`src/rtl/rv32i_types.sv`:
```
// Shared pipeline types: PC-control state and the bubble ControlWord injected on flush.
package rv32i_types;

    typedef enum logic {
        RUN  = 1'b0,
        DROP = 1'b1
    } pc_state_t;

    typedef struct packed {
        logic [6:0] opcode;
        logic [2:0] funct3;
        logic       load_regfile;
        logic       dmem_read;
        logic       dmem_write;
    } control_word_t;

    // addi x0, x0, 0 with every side effect disabled
    localparam control_word_t BUBBLE_CW = '{
        opcode:       7'b0010011,
        funct3:       3'b000,
        load_regfile: 1'b0,
        dmem_read:    1'b0,
        dmem_write:   1'b0
    };

endpackage

```
`src/rtl/pipeline_control_hazard_detect.sv`:
```
// Load-use hazard: an EX-stage load writes a register the ID stage is about to read.
module hazard_detect (
    input  logic       ex_load,
    input  logic [4:0] ex_rd,
    input  logic [4:0] id_rs1,
    input  logic [4:0] id_rs2,
    output logic       hazard
);

    assign hazard = ex_load & (ex_rd != 5'd0) & ((ex_rd == id_rs1) | (ex_rd == id_rs2));

endmodule

```
`src/rtl/pipeline_control.sv`:
```
// Pipeline load/flush sequencing with stale-fetch discard after a redirect
// that leaves an instruction fetch outstanding, plus saturating perf counters.
module pipeline_control
    import rv32i_types::*;
#(
    parameter int CNT_W = 32
) (
    input  logic             clk,
    input  logic             rst,
    input  logic             imem_resp,
    input  logic             mem_dmem_req,
    input  logic             dmem_resp,
    input  logic             ex_redirect,
    input  logic             ex_load,
    input  logic [4:0]       ex_rd,
    input  logic [4:0]       id_rs1,
    input  logic [4:0]       id_rs2,
    output logic             load_pc,
    output logic             load_if_id,
    output logic             load_id_ex,
    output logic             load_ex_mem,
    output logic             load_mem_wb,
    output logic             flush_if_id,
    output logic             flush_id_ex,
    output logic             redirect_ack,
    output logic [CNT_W-1:0] stall_count,
    output logic [CNT_W-1:0] bubble_count,
    output logic [CNT_W-1:0] flush_count
);

    pc_state_t state, state_nxt;
    logic      dmem_stall, imem_stall, hazard, bubble;

    assign dmem_stall = mem_dmem_req & ~dmem_resp;
    assign imem_stall = ~imem_resp;

    hazard_detect u_hazard (
        .ex_load (ex_load),
        .ex_rd   (ex_rd),
        .id_rs1  (id_rs1),
        .id_rs2  (id_rs2),
        .hazard  (hazard)
    );

    always_comb begin
        load_pc      = 1'b0;
        load_if_id   = 1'b0;
        load_id_ex   = 1'b0;
        load_ex_mem  = 1'b0;
        load_mem_wb  = 1'b0;
        flush_if_id  = 1'b0;
        flush_id_ex  = 1'b0;
        redirect_ack = 1'b0;
        bubble       = 1'b0;
        state_nxt    = state;
        if (!rst) begin
            unique case (state)
                RUN: begin
                    if (dmem_stall) begin
                        // whole pipe frozen
                    end else if (ex_redirect) begin
                        {load_pc, load_if_id, load_id_ex, load_ex_mem, load_mem_wb} = 5'b11111;
                        flush_if_id  = 1'b1;
                        flush_id_ex  = 1'b1;
                        redirect_ack = 1'b1;
                        // an unanswered fetch must be thrown away when it lands
                        if (!imem_resp) state_nxt = DROP;
                    end else if (imem_stall) begin
                        // frozen waiting on fetch
                    end else if (hazard) begin
                        {load_id_ex, load_ex_mem, load_mem_wb} = 3'b111;
                        flush_id_ex = 1'b1;
                        bubble      = 1'b1;
                    end else begin
                        {load_pc, load_if_id, load_id_ex, load_ex_mem, load_mem_wb} = 5'b11111;
                    end
                end
                DROP: begin
                    // front end holds; back end drains with bubbles
                    if (!dmem_stall) begin
                        {load_id_ex, load_ex_mem, load_mem_wb} = 3'b111;
                        flush_id_ex = 1'b1;
                    end
                    if (imem_resp) state_nxt = RUN;
                end
                default: state_nxt = RUN;
            endcase
        end
    end

    always_ff @(posedge clk or posedge rst) begin
        if (rst) begin
            state        <= RUN;
            stall_count  <= '0;
            bubble_count <= '0;
            flush_count  <= '0;
        end else begin
            state <= state_nxt;
            if (!load_mem_wb && !(&stall_count))
                stall_count <= stall_count + CNT_W'(1);
            if (bubble && !(&bubble_count))
                bubble_count <= bubble_count + CNT_W'(1);
            if (redirect_ack && !(&flush_count))
                flush_count <= flush_count + CNT_W'(1);
        end
    end

endmodule

```
`config.mk`:
```
export PLATFORM = sky130hd
export DESIGN_NAME = pipeline_control
export DESIGN_NICKNAME = d
export VERILOG_FILES = /design/src/rtl/rv32i_types.sv /design/src/rtl/pipeline_control_hazard_detect.sv /design/src/rtl/pipeline_control.sv
export SDC_FILE = /design/constraint.sdc
export NUM_CORES = 1
export LEC_CHECK = 0
export ABC_CLOCK_PERIOD_IN_PS = 6240
export CORE_MARGIN = 2
export CORE_UTILIZATION = 40
export CTS_CLUSTER_DIAMETER = 100
export CTS_CLUSTER_SIZE = 30
export DETAILED_ROUTE_END_ITERATION = 8
export PLACE_DENSITY = 0.68
export SLEW_MARGIN = 15
export SYNTH_ARGS = -nofsm -noshare
export SYNTH_HDL_FRONTEND = slang
export SYNTH_SLANG_ARGS = --single-unit
```
`constraint.sdc`:
```
create_clock -name clk -period 6.24 [get_ports clk]
set_input_delay 0.936 -clock clk [delete_from_list [all_inputs] [get_ports clk]]
set_output_delay 0.936 -clock clk [all_outputs]
set_load 0.02 [all_outputs]
```
==> results of run 1 <==
[power by group through the flow]
stage / Clock, mW / Sequential, mW / Combinational, mW
global route: 0.559 / 0.740 / 0.291
detailed placement: 0 / 0.742 / 0.270
finish: 0.521 / 0.731 / 0.266
CTS: 0.535 / 0.731 / 0.271
floorplan: 0 / 0.778 / 0.100
global placement: 0 / 0.740 / 0.265
[state kept, by name (all words and copies together), names as in the netlist]
name	flops
state	1
bubble_count	32
stall_count	32
flush_count	32
[cell type report]
cell class | instances | share of cell area
multi-input cells | 337 | 0.3554
clock inverters | 3 | 0.002288
flip-flops and latches | 97 | 0.3699
repair buffers | 126 | 0.1918
well taps | 147 | 0.02803
inverters | 22 | 0.01296
clock buffers | 13 | 0.03966
[logic make-up after synthesis]
| family | count (synthesis) |
|---|---|
| buffers and inverters | 29 |
| AND/OR/NAND/NOR | 215 |
| AO/OA/AOI/OAI | 14 |
| flip-flops | 97 |
| multiplexers | 5 |
| XOR/XNOR | 100 |
| adder cells (fa/ha/maj) | 3 |
[synth_stat cells, types with 2 or more instances]
master   instances
nand4_1         28
nand3_2          3
inv_1           21
ha_1             3
or4_1            2
nor4_2           6
a21oi_1          5
dfrtp_1         97
nand2_1         36
nor4_1           4
mux2i_1          2
nor3_1          24
and3_1          10
mux2_2           2
nand3_1         33
buf_2            2
xor2_1          51
nor2_1          45
nor4_4           3
buf_4            4
xnor2_1         49
or3_1            3
and4_1           5
a31oi_4          2
[path summary, 6_finish.rpt]
kind,to,cells past startpoint,startpoint
worst max-delay path,load_if_id,7,ex_rd[0]
worst min-delay path,flush_count[26],1,flush_count[26]
worst max register to register,bubble_count[1],6,bubble_count[0]
worst min register to register,flush_count[26],1,flush_count[26]
max in group asynchronous,flush_count[10],3,rst
min in group asynchronous,state,2,rst
[stage by stage]
stage | utilization | cells
floorplan | - | 463
global placement | 0.5256 | 729
detailed placement | 0.5256 | 729
CTS | 0.5486 | 745
global route | 0.5486 | 745
finish | 0.5486 | 745
[routing by layer]
metal	vias to the layer above	wire length, µm
met3	13	723
li1	1851	-
met5	-	0
met2	105	5361
met1	1856	5023
met4	0	178
[critical path, stage by stage]
cell	delay (ps)
clkdlybuf4s50_1	470
or4_1	540
o21a_1	240
nand2_1	120
a21oi_1	70
nor4_1	360
clkdlybuf4s50_1	740
==> flow_metrics.tcl, run 1 <==
set metrics [dict create \
    grt_first_pass_wirelength_um 18980 \
    setup_viol 0 \
    die_w_um 114.6 \
    power_frac_comb 0.175 \
    ys_warn_count 0 \
    avgSynthCellArea_um2 10.57 \
    dieArea_um2 13130 \
    pre_cts_slack_ps 1812 \
    finalSetupTns_ps 0 \
    period_needed_ps 4406 \
    cts_max_level 3 \
    end_kind "primary output" \
    path_clk_slew_ps 60 \
    drv_slew 0 \
    p_int_mw 1.095 \
    crit_fanout 4 \
    antenna_found_initial 0 \
    diodes 0 \
    cts_sinks 97 \
    final_nets 618 \
    total_leakage_power_nw 2.880 \
    port_buffers 125 \
    netlist_top_cells_area "dfrtp_1, xor2_1, xnor2_1" \
    synth_fa_ha_area_frac 0.007671 \
    clockBufferDepth 2 \
    status "finished, final reports clean" \
    cts_root_buffer "clkbuf_16" \
    via_per_inst 5.134 \
    switching_share 0.2791 \
    antenna_left 0 \
    fillers 1060 \
    pin_count 126 \
    synth_top_family_by_area "simple AND/OR/NAND/NOR gates" \
    busiest_layer "met2" \
    cts_tree "yes" \
    synth_compound_area_frac 0.02557 \
    drive_gt1_frac 0.07692 \
    area_growth_pct 34.11 \
    drc 0 \
    ff_latch_area_um2 2427 \
    cp-start-kind "input pin" \
    timing.final.hold_violations 0 \
    synth-simple-area-share 0.2534 \
    synth_ff_type "dfrtp_1" \
    ys_seq_area_frac 0.4960 \
    cts_resized 0 \
    place_hpwl_um 8362 \
    dr_total_vias 3825 \
    finClkSkew_ps 6.504 \
    routabilityCongestion 0.8640 \
    layout_commonest_cell "clkdlybuf4s50_1" \
    wl_per_cell_um 15.15 \
    cts_setup_buffers 0 \
    ys_ff_latch 97 \
    firstDrtPassIters 5 \
    postPlaceCellArea_um2 6287 \
    synth_nets 488 \
    grt_overflow 0 \
    num_rows 40 \
    cts_buffers 9 \
    critPathKind "in2out" \
    synth_mux_area_frac 0.01099 \
    grt_usage 0.1810 \
    yosysTopAreaCell "dfrtp_1" \
    synth_xor_xnor_area_share 0.1790 \
    switchingPower_mw 0.4237 \
    rrSetupSlack_ps 3960 \
    p_clk_frac 0.343 \
    mostFrequentLayoutCells "clkdlybuf4s50_1, dfrtp_1, xor2_1" \
    ir_worst_vdd_mv 0.2175 \
    drtIter0Drc 112 \
    grt_max_degree 69 \
    gr-usage-met1 0.2391 \
    grt_use_met2 0.2793 \
    crit_required_ps 5300 \
    synthCells 463 \
    cp.arrival_ps 3470 \
    holdCritPathClass "reg2reg" \
    synthArstFlopShare 1.000 \
    setup_slack_ps 1834 \
    final_cell_area_um2 6563 \
    fmax_ghz 0.2270 \
    core_area_um2 11960 \
    hold_buffers 0 \
    grt_util_met3 0.05294 \
    synth_top_area_frac 0.4960 \
    timing.max_cap.violations 0 \
    route.final.wire_length_um 11290 \
    rsz0062_at_grt "false" \
    dieHeight_um 114.6 \
    worst_pin_slew_ps 858.0 \
    synth_edf_count 0 \
    synth_area_um2 4893 \
    yosysUniqueCellTypes 47 \
    start_util 0.4091 \
    relSlewSlack 0.4280 \
    p_seq_frac 0.482 \
    holdWs_ps 491.4 \
    grt_pass1_vias 3833 \
    fin_crit_sh 0.7061 \
    multi_input_area_um2 2332 \
    pwr_density_cell_nw_per_um2 231.4 \
    clkLatencyLatePin_ps 340 \
    total_power_mw 1.518 \
]
No activity file was read; power rests on OpenSTA's default activity.
==> run 2: changes to the inputs <==
ABC_CLOCK_PERIOD_IN_PS = 3850   (was 6240)
PLACE_DENSITY = 0.7   (was 0.68)
clock period = 3.85 ns   (was 6.24 ns; I/O delays follow)
==> run 2 against run 1 <==
Critical path depth rose by 1. Clock power rose by 61%. Non-clock buffer count rose by 2. Sequential power rose by 61%. Sequential share of layout area fell by 0.084 points. Setup slack got worse by 1500 ps. Hold slack got worse by 2.0 ps. Combinational power rose by 65%. Total power rose by 62%. Critical endpoint unchanged.
==> flow_metrics.tcl, run 2 (same netlist as run 1, synthesis figures left out) <==
set metrics [dict create \
    status "finished, final reports clean" \
    layout_commonest_cell "clkdlybuf4s50_1" \
    clockBufferDepth 2 \
    cts_resized 0 \
    fin_crit_sh 0.9241 \
    ir_worst_vdd_mv 0.3055 \
    worst_pin_slew_ps 629.9 \
    cts_setup_buffers 0 \
    crit_fanout 4 \
    p_int_mw 1.776 \
    routabilityCongestion 0.8317 \
    num_rows 40 \
    hold_buffers 0 \
    pwr_density_cell_nw_per_um2 374.1 \
    drc 0 \
    dieHeight_um 114.6 \
    slowest_delay_ps 590 \
    die_w_um 114.6 \
    firstDrtPassIters 5 \
    holdCritPathClass "reg2reg" \
    cts_buffers 9 \
    core_area_um2 11960 \
    wl_per_cell_um 15.03 \
    drive_gt1_frac 0.08000 \
    p_clk_frac 0.341 \
    fmax_ghz 0.2811 \
    port_buffers 125 \
    cp.arrival_ps 2980 \
    place_hpwl_um 8505 \
    mostFrequentLayoutCells "clkdlybuf4s50_1, dfrtp_1, xor2_1" \
    grt_first_pass_wirelength_um 18740 \
    cts_sinks 97 \
    path_clk_slew_ps 60 \
    top_regs "bubble_count (32), flush_count (32), stall_count (32)" \
    grt_util_met3 0.03706 \
    drv_slew 0 \
    start_util 0.4091 \
    p_seq_frac 0.481 \
    dr_total_vias 3847 \
    timing.final.hold_violations 0 \
    critPathMostFrequentCell "clkdlybuf4s50_1" \
    cts_root_buffer "clkbuf_16" \
    switching_share 0.2782 \
    final_nets 620 \
    grt_usage 0.1793 \
    drtIter0Drc 278 \
    stdcell_count 747 \
    rsz0062_at_grt "false" \
    pin_count 126 \
    cts_tree "yes" \
    busiest_layer "met2" \
    finalSetupTns_ps 0 \
    timing.max_cap.violations 0 \
    switchingPower_mw 0.6846 \
    grt_use_met2 0.2852 \
    power_frac_comb 0.178 \
    critPathKind "in2out" \
    setup_viol 0 \
    relSlewSlack 0.5765 \
    cp_cell_sequence "clkdlybuf4s50_1, or4_1, o21a_1, nand2_1, a21oi_1, nor4_1, buf_4, clkdlybuf4s50_1" \
    grt_pass1_vias 3820 \
    end_kind "primary output" \
    route.final.wire_length_um 11230 \
    period_needed_ps 3558 \
    antenna_left 0 \
    finClkSkew_ps 5.272 \
    cts_max_level 3 \
    placedCellCount 731 \
    grt_overflow 0 \
    diodes 0 \
    critPathSlowestCell "clkdlybuf4s50_1" \
    total_leakage_power_nw 2.890 \
    clkLatencyLatePin_ps 350 \
    antenna_found_initial 0 \
    via_per_inst 5.150 \
    cp-start-kind "input pin" \
    gr-usage-met1 0.2371 \
    crit_required_ps 3270 \
    grt_max_degree 35 \
    area_growth_pct 34.42 \
    dieArea_um2 13130 \
]
-- run 2: cell types whose count changed in the layout (fill, tap and decap cells not counted), sizes merged --
cell	before	now
buf	1	3
-- run 2: area by class of cell --
| cell class | instances | area (µm²) |
|---|---|---|
| inverter | 22 | 85.08 |
| clock buffer | 13 | 260.3 |
| clock inverter | 3 | 15.01 |
| tap | 147 | 183.9 |
| fill | 1044 | 5384 |
| timing repair buffer | 128 | 1274 |
| multi-input combinational | 337 | 2332 |
| sequential | 97 | 2427 |
-- run 2: per-stage QoR --
stage	worst slack [ps]	total power [mW]	area (µm²)	hold WS, ps	util
5_1_grt	191.3	2.580	6578	504.1	0.5499
4_1_cts	287.5	2.489	6578	492.4	0.5499
3_3_place_gp	311.8	1.627	6302	473.0	0.5269
3_5_place_dp	291.3	1.642	6302	486.8	0.5269
2_1_floorplan	719.8	1.424	4893	558.5	-
6_report	292.1	2.460	6578	489.4	0.5499
-- run 2: layer usage --
metal | share of wire | wire length (µm)
met1 | 0.45 | 5101
met4 | 0.022 | 251
met5 | 0 | 0
met3 | 0.049 | 547
met2 | 0.47 | 5332
-- run 2: path summary, 6_finish.rpt --
check,startpoint,slack (ps),end,cells after the start
setup reg to reg,bubble_count[0],1520,bubble_count[1],6
max in group asynchronous,rst,2310,bubble_count[2],3
hold reg to reg,flush_count[12],490,flush_count[12],1
min in group asynchronous,rst,750,flush_count[22],2
setup / recovery,ex_rd[0],290,load_if_id,8
hold / removal,flush_count[12],490,flush_count[12],1
-- run 2: worst max-delay path, delay by kind of cell --
family / cells / cell delay, ps
AND/OR/NAND/NOR: 3 / 850
AO/OA/AOI/OAI: 2 / 320
buffers and inverters: 3 / 1230
-- run 2: power by group through the flow --
stage	logic (mW)	clock network, mW	registers (mW)
CTS	0.445	0.862	1.18
detailed placement	0.444	0	1.20
floorplan	0.163	0	1.26
global route	0.476	0.908	1.20
finish	0.438	0.839	1.18
global placement	0.432	0	1.20
==> run 3: changes to the inputs <==
CAP_MARGIN = 5   (was default)
==> results of run 3 <==
The final DEF is identical to that of run 2; final timing and power are the same.
